<file path="config.mk">
export PLATFORM = sky130hd
export DESIGN_NAME = axi_cmd_arbiter
export DESIGN_NICKNAME = d
export VERILOG_FILES = /design/src/rtl/axi_cmd_arbiter.sv
export SDC_FILE = /design/constraint.sdc
export NUM_CORES = 1
export LEC_CHECK = 0
export ABC_AREA = 1
export CAP_MARGIN = 5
export CORE_MARGIN = 5
export CORE_UTILIZATION = 37
export CTS_CLUSTER_SIZE = 16
export DETAILED_ROUTE_END_ITERATION = 8
export HOLD_SLACK_MARGIN = 0.03
export PLACE_DENSITY = 0.86
export SYNTH_ARGS = -nofsm -noshare
export SYNTH_HDL_FRONTEND = slang
export SYNTH_SLANG_ARGS = --single-unit
</file>
<file path="constraint.sdc">
create_clock -name clk -period 1.3 [get_ports clk]
set_clock_uncertainty 0.15 [all_clocks]
set_input_delay 0.26 -clock clk [delete_from_list [all_inputs] [get_ports clk]]
set_output_delay 0.26 -clock clk [all_outputs]
set_load 0.02 [all_outputs]
</file>
<file path="src/rtl/axi_cmd_arbiter.sv">
// Round-robin arbiter that shares one AXI4-Lite master command port among NUM_REQ requesters.
// Optional watchdog on the master done handshake is built when ARB_TIMEOUT_EN is defined.
module axi_cmd_arbiter #(
  parameter int unsigned NUM_REQ        = 2,
  parameter int unsigned ADDR_WIDTH     = 2,
  parameter int unsigned DATA_WIDTH     = 8,
  parameter int unsigned TIMEOUT_CYCLES = 255
) (
  input  logic                             clk,
  input  logic                             rst,
  input  logic [NUM_REQ-1:0]               req_valid,
  output logic [NUM_REQ-1:0]               req_ready,
  input  logic [NUM_REQ-1:0]               req_write,
  input  logic [NUM_REQ*ADDR_WIDTH-1:0]    req_addr,
  input  logic [NUM_REQ*DATA_WIDTH-1:0]    req_wdata,
  output logic [NUM_REQ-1:0]               rsp_valid,
  output logic [DATA_WIDTH-1:0]            rsp_rdata,
  output logic                             rsp_err,
  output logic                             busy,
  output logic                             start_write,
  output logic                             start_read,
  output logic [ADDR_WIDTH-1:0]            mst_addr,
  output logic [DATA_WIDTH-1:0]            mst_wdata,
  input  logic [DATA_WIDTH-1:0]            mst_rdata,
  input  logic                             mst_done
);

  localparam int unsigned GW = (NUM_REQ > 1) ? $clog2(NUM_REQ) : 1;

  typedef enum logic [1:0] {StIdle, StIssue, StWaitDone, StResp} state_e;

  state_e                  r_state;
  logic [GW-1:0]           r_last;
  logic [NUM_REQ-1:0]      r_grant_oh;
  logic                    r_write;
  logic [NUM_REQ-1:0]      r_req_ready;
  logic [NUM_REQ-1:0]      r_rsp_valid;
  logic [DATA_WIDTH-1:0]   r_rsp_rdata;
  logic                    r_busy;
  logic                    r_start_write;
  logic                    r_start_read;
  logic [ADDR_WIDTH-1:0]   r_mst_addr;
  logic [DATA_WIDTH-1:0]   r_mst_wdata;

  logic                    w_any;
  logic [GW-1:0]           w_pick;
  logic [NUM_REQ-1:0]      w_pick_oh;
  logic                    w_write;
  logic [ADDR_WIDTH-1:0]   w_addr;
  logic [DATA_WIDTH-1:0]   w_wdata;
  int unsigned             w_idx;

  // Scan downwards so the requester closest after r_last is assigned last and wins.
  always_comb begin
    w_any  = 1'b0;
    w_pick = r_last;
    w_idx  = 0;
    for (int k = NUM_REQ; k >= 1; k--) begin
      w_idx = (int'(r_last) + k) % NUM_REQ;
      if (req_valid[w_idx]) begin
        w_any  = 1'b1;
        w_pick = GW'(w_idx);
      end
    end
  end

  always_comb begin
    w_pick_oh = '0;
    w_write   = 1'b0;
    w_addr    = '0;
    w_wdata   = '0;
    for (int i = 0; i < NUM_REQ; i++) begin
      if (w_pick == GW'(i)) begin
        w_pick_oh[i] = 1'b1;
        w_write      = req_write[i];
        w_addr       = req_addr[i*ADDR_WIDTH +: ADDR_WIDTH];
        w_wdata      = req_wdata[i*DATA_WIDTH +: DATA_WIDTH];
      end
    end
  end

`ifdef ARB_TIMEOUT_EN
  localparam int unsigned CW = ($clog2(TIMEOUT_CYCLES + 1) > 8) ? $clog2(TIMEOUT_CYCLES + 1) : 8;
  logic [CW-1:0] r_cnt;
  logic          r_rsp_err;
`endif

  always_ff @(posedge clk or posedge rst) begin
    if (rst) begin
      r_state       <= StIdle;
      r_last        <= GW'(NUM_REQ - 1);
      r_grant_oh    <= '0;
      r_write       <= 1'b0;
      r_req_ready   <= '0;
      r_rsp_valid   <= '0;
      r_rsp_rdata   <= '0;
      r_busy        <= 1'b0;
      r_start_write <= 1'b0;
      r_start_read  <= 1'b0;
      r_mst_addr    <= '0;
      r_mst_wdata   <= '0;
`ifdef ARB_TIMEOUT_EN
      r_cnt         <= '0;
      r_rsp_err     <= 1'b0;
`endif
    end else begin
      r_req_ready   <= '0;
      r_rsp_valid   <= '0;
      r_start_write <= 1'b0;
      r_start_read  <= 1'b0;
      unique case (r_state)
        StIdle: begin
          if (w_any) begin
            r_state       <= StIssue;
            r_last        <= w_pick;
            r_grant_oh    <= w_pick_oh;
            r_write       <= w_write;
            r_req_ready   <= w_pick_oh;
            r_start_write <= w_write;
            r_start_read  <= ~w_write;
            r_mst_addr    <= w_addr;
            r_mst_wdata   <= w_wdata;
            r_busy        <= 1'b1;
          end
        end
        StIssue: begin
          r_state <= StWaitDone;
`ifdef ARB_TIMEOUT_EN
          r_cnt   <= '0;
`endif
        end
        StWaitDone: begin
          if (mst_done) begin
            r_state     <= StResp;
            r_rsp_valid <= r_grant_oh;
            r_rsp_rdata <= r_write ? '0 : mst_rdata;
`ifdef ARB_TIMEOUT_EN
            r_rsp_err   <= 1'b0;
          end else if (r_cnt == CW'(TIMEOUT_CYCLES - 1)) begin
            r_state     <= StResp;
            r_rsp_valid <= r_grant_oh;
            r_rsp_rdata <= '0;
            r_rsp_err   <= 1'b1;
          end else begin
            r_cnt       <= r_cnt + 1'b1;
`endif
          end
        end
        StResp: begin
          r_state <= StIdle;
          r_busy  <= 1'b0;
        end
        default: r_state <= StIdle;
      endcase
    end
  end

  assign req_ready   = r_req_ready;
  assign rsp_valid   = r_rsp_valid;
  assign rsp_rdata   = r_rsp_rdata;
  assign busy        = r_busy;
  assign start_write = r_start_write;
  assign start_read  = r_start_read;
  assign mst_addr    = r_mst_addr;
  assign mst_wdata   = r_mst_wdata;
`ifdef ARB_TIMEOUT_EN
  assign rsp_err     = r_rsp_err;
`else
  assign rsp_err     = 1'b0;
`endif

endmodule

</file>
==> results.txt <==
----------------------------------------------------
[Routing]
  Remaining antenna violation count after routing ... 0
  Number of design rule violations left after detail routing ... 0
  Starting DRC count in detailed routing ... 34
  Detailed-route wire length per cell ... 13.8 um
  Total routed wirelength ... ~3900 um
  1st-pass router iterations ... 4
  Vias after detailed routing ... 1,326
  Avg Vias per Cell ... ~4.7

[Die]
  Chip width ... roughly 70 um
  Total Die Area ... approximately 5000 um^2
  Die outline height ... roughly 71 um
  I/O pin count ... 61
  Std cell rows ... 22
  Standard cell core area ... about 3600 um^2
  Initial Utilization ... a little under two fifths

[Pwr]
  Switching Power ... approximately 2.1 mW
  Logic pwr share ... 53.7%
  Total power divided by cell area ... 2200 nW/um^2
  Internal Pwr Total ... 2.95 mW
  Reg power frac ... 31.6%
  Highest ir drop seen on vdd ... roughly 0.0012 V
  Clock share of power ... between 10 and 15%
  Static Leakage ... 1.20 nW
  Switching Share ... 41.8%
  Final total power ... between 5 and 6 mW

[Synth]
  Post-synthesis sequential area ratio ... 57.1%
  Mapped Cells ... between 150 and 200
  Yosys cell types ... 18
  Synth Net Count ... between 150 and 200
  Synth warnings ... 0
  Post-synthesis average cell area ... ~8.8 um^2
  #FFs+latches synth ... 31
  Synthesized cell area ... approximately 1400 um^2

[Global route]
  Global-route wire length before repair ... 6180 um
  Total Routing Usage GR ... around 16%
  Pin count of the biggest net entering global routing ... 32
  Vias in the first global route ... approximately 1,300
  Congestion Overflow GR ... 0
  Antenna violations before repair ... 0

[Place]
  Placement-stage worst setup slack ... -0.351 ns
  Final weighted congestion in routability-driven placement ... ~0.78
  HPWL after DPL ... between 2000 and 3000 um
  Count of buffers from port buffering ... 59

[Clock network]
  Clock transition at the registers of the reported paths ... 0.07 ns
  Number of clock sinks ... 31
  Hold buffer count at CTS ... 0
  Clock insertion delay at the later pin of the skew report ... 0.28 ns
  Maximum level of the CTS H-tree ... 2
  Number of clock buffers inserted by TritonCTS ... 5
  CTS tree ... built
  Clk root buf ... sky130_fd_sc_hd__clkbuf_8
  CTS max path bufs ... 2

[Layout]
  Antenna diodes ... 0
  Final-stage net count ... 273
  Final cell utilization of the core ... a little under two thirds
  Layout cells sized above 1 ... between 30% and 40%
  Fill cell instance count of the final layout ... around 300
  P&R area growth vs syn ... 69.0%

[Timing]
  Worst hold slack across all endpoints ... ~0.16 ns
  Minimum setup slack in the final design ... -0.0619 ns
  Fmax ... 734 MHz
  Final setup vio count ... 17
  Share of the cycle needed by the critical path after routing ... 105%
  Final Hold Vio Count ... 0
  Final worst path period need ... ~1.4 ns
  Unrepaired setup endpoints after global routing ... yes
  Final Slew Violations ... 0

[Critical path]
  Data arrival time of the critical path ... 1.43 ns
  Critical Path Fanout Max ... 7
  Kind of capture point of the worst setup path ... register
  Required time worst endpoint ... roughly 1.4 ns
  Category of the worst setup path launch point ... register
  Category of the critical setup timing path ... register to register

[Hold path]
  Path class of the lowest-slack min-delay path ... primary input to asynchronous set/reset pin

[Status]
  Run status ... finished with violations
  Violations in the final reports ... negative setup slack

[Job]
  Max capacitance violation total ... 0

----------------------------------------------------
[metal layers]
| layer | share of wire (%) | track usage, % | vias up |
|---|---|---|---|
| met1 | 41 | 18.9 | 616 |
| met4 | 2.2 | 8.35 | 0 |
| li1 | - | - | 654 |
| met5 | 0 | 0 | - |
| met3 | 6.7 | 5.82 | 9 |
| met2 | 50 | 24.2 | 47 |
[path summary, 6_finish.rpt]
| path | slack, ns | cells after the start | start | to |
|---|---|---|---|---|
| min in group clk | 0.34 | 5 | req_valid[1] | r_state[1]$_DFFE_PP0P_ |
| worst min-delay path | 0.16 | 3 | rst | rsp_rdata[7]$_DFFE_PP0P_ |
| worst max-delay path | -0.06 | 7 | r_state[0]$_DFFE_PP0P_ | mst_addr[0]$_DFFE_PP0P_ |
| worst max register to register | -0.06 | 7 | r_state[0]$_DFFE_PP0P_ | mst_addr[0]$_DFFE_PP0P_ |
| worst min register to register | 0.34 | 2 | rsp_rdata[4]$_DFFE_PP0P_ | rsp_rdata[4]$_DFFE_PP0P_ |
| max in group asynchronous | 0.60 | 3 | rst | r_last$_DFFE_PP1P_ |
[flip-flops by register name, summed over array words and instances (netlist names)]
signal,cells
busy,1
mst_addr,2
mst_wdata,8
r_grant_oh,2
r_last,1
r_state,2
r_write,1
req_ready,2
rsp_rdata,8
rsp_valid,2
start_read,1
start_write,1
[area by class of cell]
| type | count | area (um^2) | share of cell area (%) |
|---|---|---|---|
| Inverter | 16 | 62.6 | 2.72 |
| Multi-Input combinational cell | 101 | 643 | 28.0 |
| Timing Repair Buffer | 80 | 668 | 29.1 |
| Clock inverter | 1 | 5.00 | 0.218 |
| Tap cell | 48 | 60.1 | 2.61 |
| Clock buffer | 6 | 82.6 | 3.59 |
| Sequential cell | 31 | 777 | 33.8 |
[what timing repair did]
action,CTS,global route
buffers inserted,5,0
cloned,2,1
endpoints found under the setup margin,50,30
resized for setup,129,27
pin swaps,5,5
[through the flow]
| stage | area [um^2] | instances | TNS (ns) |
|---|---|---|---|
| 4_1_cts | 2220 | 282 | -0.472 |
| 2_1_floorplan | 1380 | 155 | 0 |
| 3_5_place_dp | 2100 | 269 | -8.76 |
| 3_3_place_gp | 2100 | 269 | -8.27 |
| 5_1_grt | 2300 | 283 | -1.65 |
| 6_report | 2300 | 283 | -0.586 |
[critical path, cell delays in order (launching register included)]
cell	delay [ns]
sky130_fd_sc_hd__dfrtp_1	0.41
sky130_fd_sc_hd__inv_2	0.10
sky130_fd_sc_hd__ha_4	0.18
sky130_fd_sc_hd__inv_4	0.04
sky130_fd_sc_hd__nor2_4	0.11
sky130_fd_sc_hd__buf_6	0.16
sky130_fd_sc_hd__nand3_2	0.08
sky130_fd_sc_hd__nand3_2	0.07
[cell usage in the layout (no fill, tap or decap), drive strengths merged]
cell type       n
conb            1
o21ai          13
clkdlybuf4s50  32
nand3          33
dfstp           1
ha              3
clkbuf          6
inv            16
a21oi           3
dfrtp          30
buf            46
nor2            5
nand3b          1
nand2          42
dlymetal6s2s    2
clkinv          1
[logic make-up (layout without fill, tap and decap cells)]
family,count (synthesis),after routing,synth area share [%]
AOI/OAI and AO/OA,16,16,5.89
other,1,1,0.276
and+or+nand+nor,81,81,26.2
buffers and inverters,23,103,7.73
DFF,31,31,57.1
adders and majority gates,3,3,2.76
[synth_stat cells, drive strengths merged]
| cell type | instances | share of area, % |
|---|---|---|
| nand2 | 42 | 12 |
| nand3 | 33 | 12 |
| dfrtp | 30 | 55 |
| inv | 16 | 4.4 |
| o21ai | 13 | 4.8 |
| buf | 6 | 3.0 |
| nor2 | 5 | 1.9 |
| a21oi | 3 | 1.1 |
| ha | 3 | 2.8 |
| clkbuf | 1 | 0.28 |
| conb | 1 | 0.28 |
| dfstp | 1 | 1.9 |
| nand3b | 1 | 0.55 |
[power by group through the flow]
stage          clock, mW  sequential (mW)  combinational (mW)
3_3_place_gp           0             1.60                2.43
2_1_floorplan          0             1.97               0.970
4_1_cts            0.771             1.59                2.55
5_1_grt            0.807             1.65                2.94
3_5_place_dp           0             1.60                2.49
6_report           0.744             1.60                2.72
Power figures use the tool's default switching activity.
